File: config.mk
export PLATFORM = sky130hd
export DESIGN_NAME = cu_fsm
export DESIGN_NICKNAME = d
export VERILOG_FILES = /design/src/rtl/cu_fsm.sv
export SDC_FILE = /design/constraint.sdc
export NUM_CORES = 1
export LEC_CHECK = 0
export CAP_MARGIN = 20
export CORE_AREA = 3 3 40 42
export CTS_CLUSTER_SIZE = 25
export DETAILED_ROUTE_END_ITERATION = 8
export DIE_AREA = 0 0 43 45
export SYNTH_ARGS = -nofsm -noshare
export SYNTH_HDL_FRONTEND = slang
export SYNTH_SLANG_ARGS = --single-unit
export TNS_END_PERCENT = 100
File: constraint.sdc
create_clock -name CLK -period 3.6 [get_ports CLK]
set_input_delay 0.72 -clock CLK [delete_from_list [all_inputs] [get_ports CLK]]
set_output_delay 0.72 -clock CLK [all_outputs]
set_load 0.01 [all_outputs]
File: src/rtl/cu_fsm.sv
// cu_fsm: multicycle sequencer for the MCU core.
// Steps each instruction through FETCH, EXEC and an optional load WB state,
// and inserts an INTR cycle at an instruction boundary when INTR is high.
// Outputs are combinational from state, OPCODE and FUNC3. RST masks all of them.
//
// Ports:
//   CLK        system clock, rising edge
//   RST        synchronous active-high reset
//   INTR       level interrupt request (already enable-gated upstream)
//   OPCODE     ir[6:0]
//   FUNC3      ir[14:12]
//   PC_WE      program counter write enable
//   RF_WE      register file write enable
//   MEM_WE2    data memory write enable
//   MEM_RDEN1  instruction memory read enable
//   MEM_RDEN2  data memory read enable
//   CSR_WE     CSR file write enable
//   INT_TAKEN  interrupt entry strobe
//   MRET_EXEC  mret strobe
//   RST_PC     resets PC and CSR file
//   STATE      current state code, for debug
module cu_fsm #(
  parameter int MEM_LAT = 1
) (
  input  logic       CLK,
  input  logic       RST,
  input  logic       INTR,
  input  logic [6:0] OPCODE,
  input  logic [2:0] FUNC3,
  output logic       PC_WE,
  output logic       RF_WE,
  output logic       MEM_WE2,
  output logic       MEM_RDEN1,
  output logic       MEM_RDEN2,
  output logic       CSR_WE,
  output logic       INT_TAKEN,
  output logic       MRET_EXEC,
  output logic       RST_PC,
  output logic [2:0] STATE
);

  localparam int CW = $clog2(MEM_LAT + 1);

  localparam logic [6:0] OP_RTYPE  = 7'b0110011;
  localparam logic [6:0] OP_IALU   = 7'b0010011;
  localparam logic [6:0] OP_LUI    = 7'b0110111;
  localparam logic [6:0] OP_AUIPC  = 7'b0010111;
  localparam logic [6:0] OP_JAL    = 7'b1101111;
  localparam logic [6:0] OP_JALR   = 7'b1100111;
  localparam logic [6:0] OP_LOAD   = 7'b0000011;
  localparam logic [6:0] OP_STORE  = 7'b0100011;
  localparam logic [6:0] OP_BRANCH = 7'b1100011;
  localparam logic [6:0] OP_SYSTEM = 7'b1110011;

  typedef enum logic [2:0] {
    ST_INIT  = 3'd0,
    ST_FETCH = 3'd1,
    ST_EXEC  = 3'd2,
    ST_WB    = 3'd3,
    ST_INTR  = 3'd4
  } state_t;

  state_t        state;
  state_t        next;
  logic [CW-1:0] cnt;

  // Raw strobes before reset masking.
  logic pc_we, rf_we, mem_we2, mem_rden1, mem_rden2, csr_we, int_taken, mret_exec, rst_pc;

  always_ff @(posedge CLK) begin
    if (RST) begin
      state <= ST_INIT;
    end else begin
      state <= next;
    end
  end

  // Counter idles at zero outside FETCH, which gives the clear-on-entry.
  always_ff @(posedge CLK) begin
    if (RST || state != ST_FETCH) begin
      cnt <= '0;
    end else begin
      cnt <= cnt + 1'b1;
    end
  end

  always_comb begin
    next      = ST_INIT;
    pc_we     = 1'b0;
    rf_we     = 1'b0;
    mem_we2   = 1'b0;
    mem_rden1 = 1'b0;
    mem_rden2 = 1'b0;
    csr_we    = 1'b0;
    int_taken = 1'b0;
    mret_exec = 1'b0;
    rst_pc    = 1'b0;

    case (state)
      ST_INIT: begin
        rst_pc = 1'b1;
        next   = ST_FETCH;
      end

      ST_FETCH: begin
        mem_rden1 = 1'b1;
        next      = (cnt == CW'(MEM_LAT - 1)) ? ST_EXEC : ST_FETCH;
      end

      ST_EXEC: begin
        case (OPCODE)
          OP_RTYPE, OP_IALU, OP_LUI, OP_AUIPC, OP_JAL, OP_JALR: begin
            pc_we = 1'b1;
            rf_we = 1'b1;
          end
          OP_LOAD: begin
            mem_rden2 = 1'b1;
          end
          OP_STORE: begin
            pc_we   = 1'b1;
            mem_we2 = 1'b1;
          end
          OP_SYSTEM: begin
            pc_we = 1'b1;
            if (FUNC3 == 3'b000) begin
              mret_exec = 1'b1;
            end else begin
              rf_we  = 1'b1;
              csr_we = 1'b1;
            end
          end
          default: begin
            // Branches and unknown opcodes only advance the PC.
            pc_we = 1'b1;
          end
        endcase

        if (OPCODE == OP_LOAD) begin
          next = ST_WB;
        end else if (INTR) begin
          next = ST_INTR;
        end else begin
          next = ST_FETCH;
        end
      end

      ST_WB: begin
        pc_we = 1'b1;
        rf_we = 1'b1;
        next  = INTR ? ST_INTR : ST_FETCH;
      end

      ST_INTR: begin
        int_taken = 1'b1;
        pc_we     = 1'b1;
        next      = ST_FETCH;
      end

      default: begin
        next = ST_INIT;
      end
    endcase
  end

  assign PC_WE     = pc_we     & ~RST;
  assign RF_WE     = rf_we     & ~RST;
  assign MEM_WE2   = mem_we2   & ~RST;
  assign MEM_RDEN1 = mem_rden1 & ~RST;
  assign MEM_RDEN2 = mem_rden2 & ~RST;
  assign CSR_WE    = csr_we    & ~RST;
  assign INT_TAKEN = int_taken & ~RST;
  assign MRET_EXEC = mret_exec & ~RST;
  assign RST_PC    = rst_pc    & ~RST;
  assign STATE     = state;

endmodule

# After elaboration in Yosys (flattened, before gate mapping)
# Index checks and enable logic that the tools add are counted.
# totals
reg_bits	4
latch_bits	0
ramBits	0
romBits	0
output_inout_bits	12
mem_count	0
# op_classes
add_sub_neg	1
multipliers	0
div	0
order_cmp	0
n_eq_ne	14
shift	0
mux	21
bitwise_logic	10
reduce_logical	6
# op_table
operator	n
$eq A7 B6 Y1 const B	3
$eq A7 B7 Y1 const B	3
$eq A7 B5 Y1 const B	2
$mux W1	14
$pmux W3 S4	1
$and A1 B1 Y1	9
$eq A7 B2 Y1 const B	1
$eq A3 B2 Y1 const B	2
$logic_not A3 Y1	2
$mux W3	2
$pmux W1 S2	3
$reduce_or A6 Y1	1
$reduce_or A2 Y1	2
$eq A3 B1 Y1 const B	1
$eq A3 B3 Y1 const B	1
$ne A3 B1 Y1 const B	1
$mux W2	1
$add A1 B1 Y1 const B	1
$logic_or A1 B1 Y1	1
$not A1 Y1	1

# Logic depth before layout (Yosys ltp)
# Gate-level depths: netlist of run 1.
# logic_depth
word_depth	5
mapped_depth	4

# Worst setup path after synthesis of run 1
# OpenSTA, ideal clock, no wires.
# synth_timing
path_kind	input-to-output
startpoint	in RST
endpoint	out CSR_WE
arrival_time_ns	1.648
required_ns	2.880
slack_ns	1.232
path_stages	4
n_path_buf	0
path_cell_list	nor2_1 > nand2_1 > or2_2 > nor4_1
# synth_via
elab_chain_len	2
# synth_lines
element	line	source
start, declared	26	input logic RST,
$not A1 Y1	170	assign CSR_WE = csr_we & ~RST;
$and A1 B1 Y1	170	
end, declared	35	output logic CSR_WE,
# No other way between the ends.

# Worst setup path after layout of run 1
# layout_timing
startpoint	in RST
endpoint	out RF_WE
# layout_via
elab_chain_len	2
# layout_lines
element	line	source
$not A1 Y1	166	assign RF_WE = rf_we & ~RST;
$and A1 B1 Y1	166	
end, declared	31	output logic RF_WE,
# No other way between the ends.

==> metrics.md, run 1 <==
| Metric | Value |
|---|---|
| Commonest cells in the netlist | `dfxtp_1, nor2_1, inv_1, nor3_1, nor4_1` |
| Final Cycle Share | `94.0%` |
| Syn_nets | `between 50 and 60` |
| Worst VDD drop | `0.156 mV` |
| Setup Skew | `0.00476 ns` |
| Tot Pwr | `160 µW` |
| Register bit total from synthesis | `4` |
| H-tree depth | `1` |
| Inserted Clock Buffers | `3` |
| Worst Setup End Kind | `output pin` |
| Worst EP arrival | `2.66 ns` |
| Detail Route Antenna Nets | `0` |
| Die X | `roughly 43 µm` |
| Maximum number of pins on one net before global-route repair | `10` |
| Ys Warns | `0` |
| # rows | `13` |
| CTS Sinks | `4` |
| Setup Buffers After CTS | `0` |
| Clk buf depth | `2` |
| Worst R2R Setup Slack | `approximately 2.2 ns` |
| Post-synth EDFFs | `0` |
| Die Ht | `45 µm` |
| Worst-Margin Slew | `0.403 ns` |
| DRT Pass-1 Iters | `1` |
| RR Startpoint | `STATE[0]$_SDFF_PP0_` |
| Simple-gate portion of the synthesized area | `49.6%` |
| Die area | `0.00194 mm²` |
| Core area | `0.00128 mm²` |
| Hold Path Origin | `cnt$_SDFF_PN0_` |
| Largest area contributor in the netlist | `dfxtp_1` |
| GRT Util Overall | `9.16%` |
| HPWL after DPL | `710 µm` |
| Async SR Flop Fraction | `0%` |
| Required @ worst endpoint | `approximately 2.9 ns` |
| Routed vias | `376` |
| CTS clock-pin slew for the worst setup and hold paths | `approximately 0.030 ns` |
| CTS tree | `built` |
| Synth Cell Area | `290 µm²` |
| Final Slew Violations | `0` |
| CTS-repair resized insts | `0` |
| Post-Synth XOR/XNOR Area | `0%` |
| Total grt overflow | `0` |
| Gpl congestion | `0.704` |
| Multiplexer share of the synthesized area | `0%` |
| Setup Viol. Count Final | `0` |
| Design area | `approximately 570 µm²` |
| WL/cell | `about 11 µm` |
| Compound-Gate Fraction of Synth Area | `19.0%` |
| Dpl cells | `77` |
| Hold Path Class | `register to register` |
| Period minus WS final | `3.38 ns` |
| Fmax | `0.295 GHz` |
| Post-synth top area share | `27.6%` |
| DRT iter0 DRCs | `0` |
| Worst Hold Path EP | `cnt$_SDFF_PN0_` |
| Final setup margin | `0.215 ns` |
| Layout Nets | `80` |
| Largest cells by area after synthesis | `dfxtp_1, nor4_1, nor4b_1` |
| Main combinational cell family by area after synthesis | `simple AND/OR/NAND/NOR gates` |
| Primary FF master, synth | `dfxtp_1` |
| Via/cell ratio | `4.70` |
| WHS Path Cells | `1` |
| Share of post-route cells with drive strength above 1 | `roughly 12%` |
| # diodes | `0` |
| Synth-to-layout area growth | `97.0%` |
| Outcome | `completed` |
| Netlist cell types | `21` |
| Leakage | `around 0.20 nW` |
| First-pass GRT wire length | `approximately 1.3 mm` |
| Kind of critical path | `input port to output pin` |
| Slew Limit Headroom | `72.7%` |
| CP max FO | `5` |
| RSZ-0062 raised after global routing | `no` |
| FILL cells | `126` |
| PwrDens | `around 280 mW/mm²` |
| Post-Place Cell Area | `549 µm²` |
| CTS Hold Buffers Added | `0` |
| Reg2reg end | `STATE[1]$_SDFF_PP0_` |
| Skew-Pair Late Insertion Delay | `approximately 0.24 ns` |
| Register area share after synthesis | `between 20% and 30%` |
| DP Worst Slack | `around 0.21 ns` |
| TNS Setup | `0 ns` |
| Number of global-route vias before repair | `312` |
| DRC viols | `0` |
| Adder-cell area share of the yosys netlist | `0%` |
| Synth Instances | `38` |
| Post-Layout Cell Count | `80` |
| Worst reg-to-reg path cell count | `3` |
| Max_cap viols | `0` |
| Top-Level Pins | `25` |
| Type of origin of the critical path | `input port` |
| Routed WL | `857 µm` |
| Port bufs | `24` |
| Initial Utilization | `22.6%` |
| Initial antenna violation count | `0` |
| Syn_area_per_cell | `approximately 7.6 µm²` |
| Root buffer cell | `clkbuf_4` |
| Hold Violations, Final | `0` |
layer usage:
metal	track usage, %	part of all wire, %	up-vias
li1	-	-	205
met1	13.3	51	153
met2	11.4	37	18
met3	5.58	12	0
met4	1.81	0	0
met5	0	0	-
flip-flops by register name, indices dropped and copies added (netlist names):
name   count
STATE      3
cnt        1
how the worst max path moves through the flow:
| stage | start | to | slack [ns] | cells past startpoint |
|---|---|---|---|---|
| 6_report | RST | RF_WE | 0.22 | 6 |
| 5_1_grt | RST | RF_WE | 0.15 | 6 |
| 4_1_cts | RST | RF_WE | 0.21 | 6 |
| 3_5_place_dp | RST | RF_WE | 0.21 | 6 |
| 3_3_place_gp | RST | MRET_EXEC | 0.24 | 6 |
| 2_1_floorplan | RST | CSR_WE | 1.23 | 4 |
cells in the final DEF (no fill, tap or decap):
master and count:
clkdlybuf4s50_1 24, dfxtp_1 4, nor2_1 4, inv_1 3, nor3_1 3, nor4_1 3
clkbuf_4 3, nor4b_1 2, nand3_1 2, nand2b_1 2, o21ai_2 2, a21oi_1 2
nand2_1 1, or3_4 1, or4_4 1, or2_2 1, or3_1 1, o21bai_1 1
nand4b_1 1, o21ai_0 1, a31oi_1 1, o32ai_1 1, nor3b_1 1
layout make-up:
type                            instances  area (µm²)  area share [%]
Inverter                                3        11.3            1.97
Clock buffer                            3        22.5            3.94
Sequential cell                         4        80.1            14.0
Multi-Input combinational cell         31         199            34.8
Timing Repair Buffer                   24         240            42.0
Tap cell                               15        18.8            3.28
power by group:
part	switching (mW)	internal, mW
registers	0.00706	0.0487
clock network	0.0183	0.0373
logic	0.0183	0.0307
metrics by stage:
| step | hold slack [ns] | util (%) |
|---|---|---|
| after floorplan | 0.427 | - |
| after global placement | 0.440 | 42.7 |
| after detailed placement | 0.450 | 42.7 |
| after CTS | 0.458 | 44.5 |
| after global routing | 0.495 | 44.5 |
| final | 0.452 | 44.5 |
critical path: stages:
cell,delay (ns)
clkdlybuf4s50_1,0.50
nor2_1,0.12
nand2_1,0.11
or2_2,0.36
o32ai_1,0.27
clkdlybuf4s50_1,0.58
cell families after synthesis:
family,Yosys count
simple gates,23
flops,4
buf+inv,3
compound gates,8
Power figures use the tool's default switching activity.
==> run 2, diff against run 1 <==
ABC_CLOCK_PERIOD_IN_PS = 4150   (was default)
clock period = 4.15 ns   (was 3.6 ns; I/O delays follow)
==> run 2 against run 1 <==
Clock-buffer cell count did not move; via count rose by 2.1%; final cell count did not move; worst hold slack got worse by 0.0034 ns; flip-flop and latch count did not move; combinational power fell by 13%; clock skew fell by 0.00060 ns; critical endpoint unchanged; largest power group is now the clock network.
==> metrics.md, run 2 (synthesized netlist as in run 1, its figures left out) <==
| Metric | Value |
|---|---|
| Routed vias | `~380` |
| Period minus WS final | `approximately 3.6 ns` |
| Die area | `0.00194 mm²` |
| CTS Sinks | `4` |
| # diodes | `0` |
| Final hold slack | `roughly 0.45 ns` |
| Outcome | `completed` |
| Port bufs | `24` |
| Fmax | `0.279 GHz` |
| Die Ht | `45 µm` |
| Die X | `43 µm` |
| Via/cell ratio | `4.80` |
| Detail Route Antenna Nets | `0` |
| First-pass GRT wire length | `1.33 mm` |
| DRT Pass-1 Iters | `2` |
| CTS-repair resized insts | `0` |
| Worst VDD drop | `0.180 mV` |
| CTS Hold Buffers Added | `0` |
| Initial Utilization | `a little under a quarter` |
| Gpl congestion | `0.704` |
| Type of origin of the critical path | `input port` |
| DRT iter0 DRCs | `3` |
| Skew-Pair Late Insertion Delay | `between 0.2 and 0.25 ns` |
| Core area | `0.00128 mm²` |
| CP max FO | `5` |
| Final Slew Violations | `0` |
| Synth-to-layout area growth | `97.0%` |
| TNS Setup | `0 ns` |
| Root buffer cell | `clkbuf_4` |
| CTS clock-pin slew for the worst setup and hold paths | `0.03 ns` |
| Clk buf depth | `2` |
| Leakage | `roughly 0.20 nW` |
| Total grt overflow | `0` |
| Inserted Clock Buffers | `3` |
| Kind of critical path | `input port to output pin` |
| Layout Nets | `80` |
| Hold Violations, Final | `0` |
| Hold Path Class | `register to register` |
| Commonest cells after routing, fill and taps aside | `clkdlybuf4s50_1, dfxtp_1, nor2_1` |
| Max_cap viols | `0` |
| Slew Limit Headroom | `75.6%` |
| Worst Setup End Kind | `output pin` |
| Required @ worst endpoint | `~3.3 ns` |
| H-tree depth | `1` |
| GRT Util Overall | `approximately a tenth` |
| FILL cells | `130` |
| Initial antenna violation count | `0` |
| Commonest non-fill, non-tap cell in the layout | `clkdlybuf4s50_1` |
| Max FFs per register | `3` |
| Share of post-route cells with drive strength above 1 | `12.3%` |
| Worst-Margin Slew | `0.360 ns` |
| Worst EP arrival | `2.76 ns` |
| CTS tree | `built` |
| Setup Viol. Count Final | `0` |
| Routed WL | `887 µm` |
| WL/cell | `11.1 µm` |
| Maximum number of pins on one net before global-route repair | `10` |
| DRC viols | `0` |
| Final Cycle Share | `86.4%` |
| # rows | `13` |
| RSZ-0062 raised after global routing | `no` |
| Top-Level Pins | `25` |
| Number of global-route vias before repair | `318` |
| Setup Skew | `0.00416 ns` |
| Setup Buffers After CTS | `0` |
| PwrDens | `roughly 240 mW/mm²` |
| HPWL after DPL | `701 µm` |
-- run 2: cell counts in the layout (fill, tap and decap cells not counted) --
Identical to the previous run, type by type.
-- run 2: stage by stage --
step / area [µm²] / instances / utilization, % / setup slack (ns) / power [mW]
6_report: 572 / 80 / 44.5 / 0.564 / 0.140
5_1_grt: 572 / 80 / 44.5 / 0.465 / 0.150
4_1_cts: 572 / 80 / 44.5 / 0.552 / 0.142
3_5_place_dp: 549 / 77 / 42.7 / 0.550 / 0.0916
3_3_place_gp: 549 / 77 / 42.7 / 0.572 / 0.0918
2_1_floorplan: 290 / 38 / - / 1.56 / 0.0637
-- run 2: path summary, 6_finish.rpt --
kind / start / end / slack, ns / depth (start not counted)
max reg2reg: STATE[0]$_SDFF_PP0_ / STATE[1]$_SDFF_PP0_ / 2.74 / 3
min reg2reg: cnt$_SDFF_PN0_ / cnt$_SDFF_PN0_ / 0.45 / 1
max: RST / RF_WE / 0.56 / 6
min: cnt$_SDFF_PN0_ / cnt$_SDFF_PN0_ / 0.45 / 1
-- run 2: cell type report --
type	instances	area [µm²]	area share (%)
sequential	4	80.1	14.0
inverter	3	11.3	1.97
tap	15	18.8	3.28
timing repair buffer	24	240	42.0
multi-input combinational	31	199	34.8
clock buffer	3	22.5	3.94
-- run 2: routing by layer --
| metal | vias to the layer above | track usage (%) | wire length [µm] |
|---|---|---|---|
| li1 | 203 | - | - |
| met1 | 160 | 12.5 | 425 |
| met2 | 21 | 12.3 | 352 |
| met3 | 0 | 6.77 | 109 |
| met4 | 0 | 3.61 | 0 |
| met5 | - | 0 | 0 |
-- run 2: worst max-delay path: stages --
cell	delay, ns
clkdlybuf4s50_1	0.49
nor2_1	0.12
nand2_1	0.11
or2_2	0.36
o32ai_1	0.26
clkdlybuf4s50_1	0.58
-- run 2: power by group --
group	internal, mW	total, mW	switching [mW]
Clock	0.0324	0.0487	0.0163
Sequential	0.0422	0.0485	0.00632
Combinational	0.0266	0.0427	0.0161
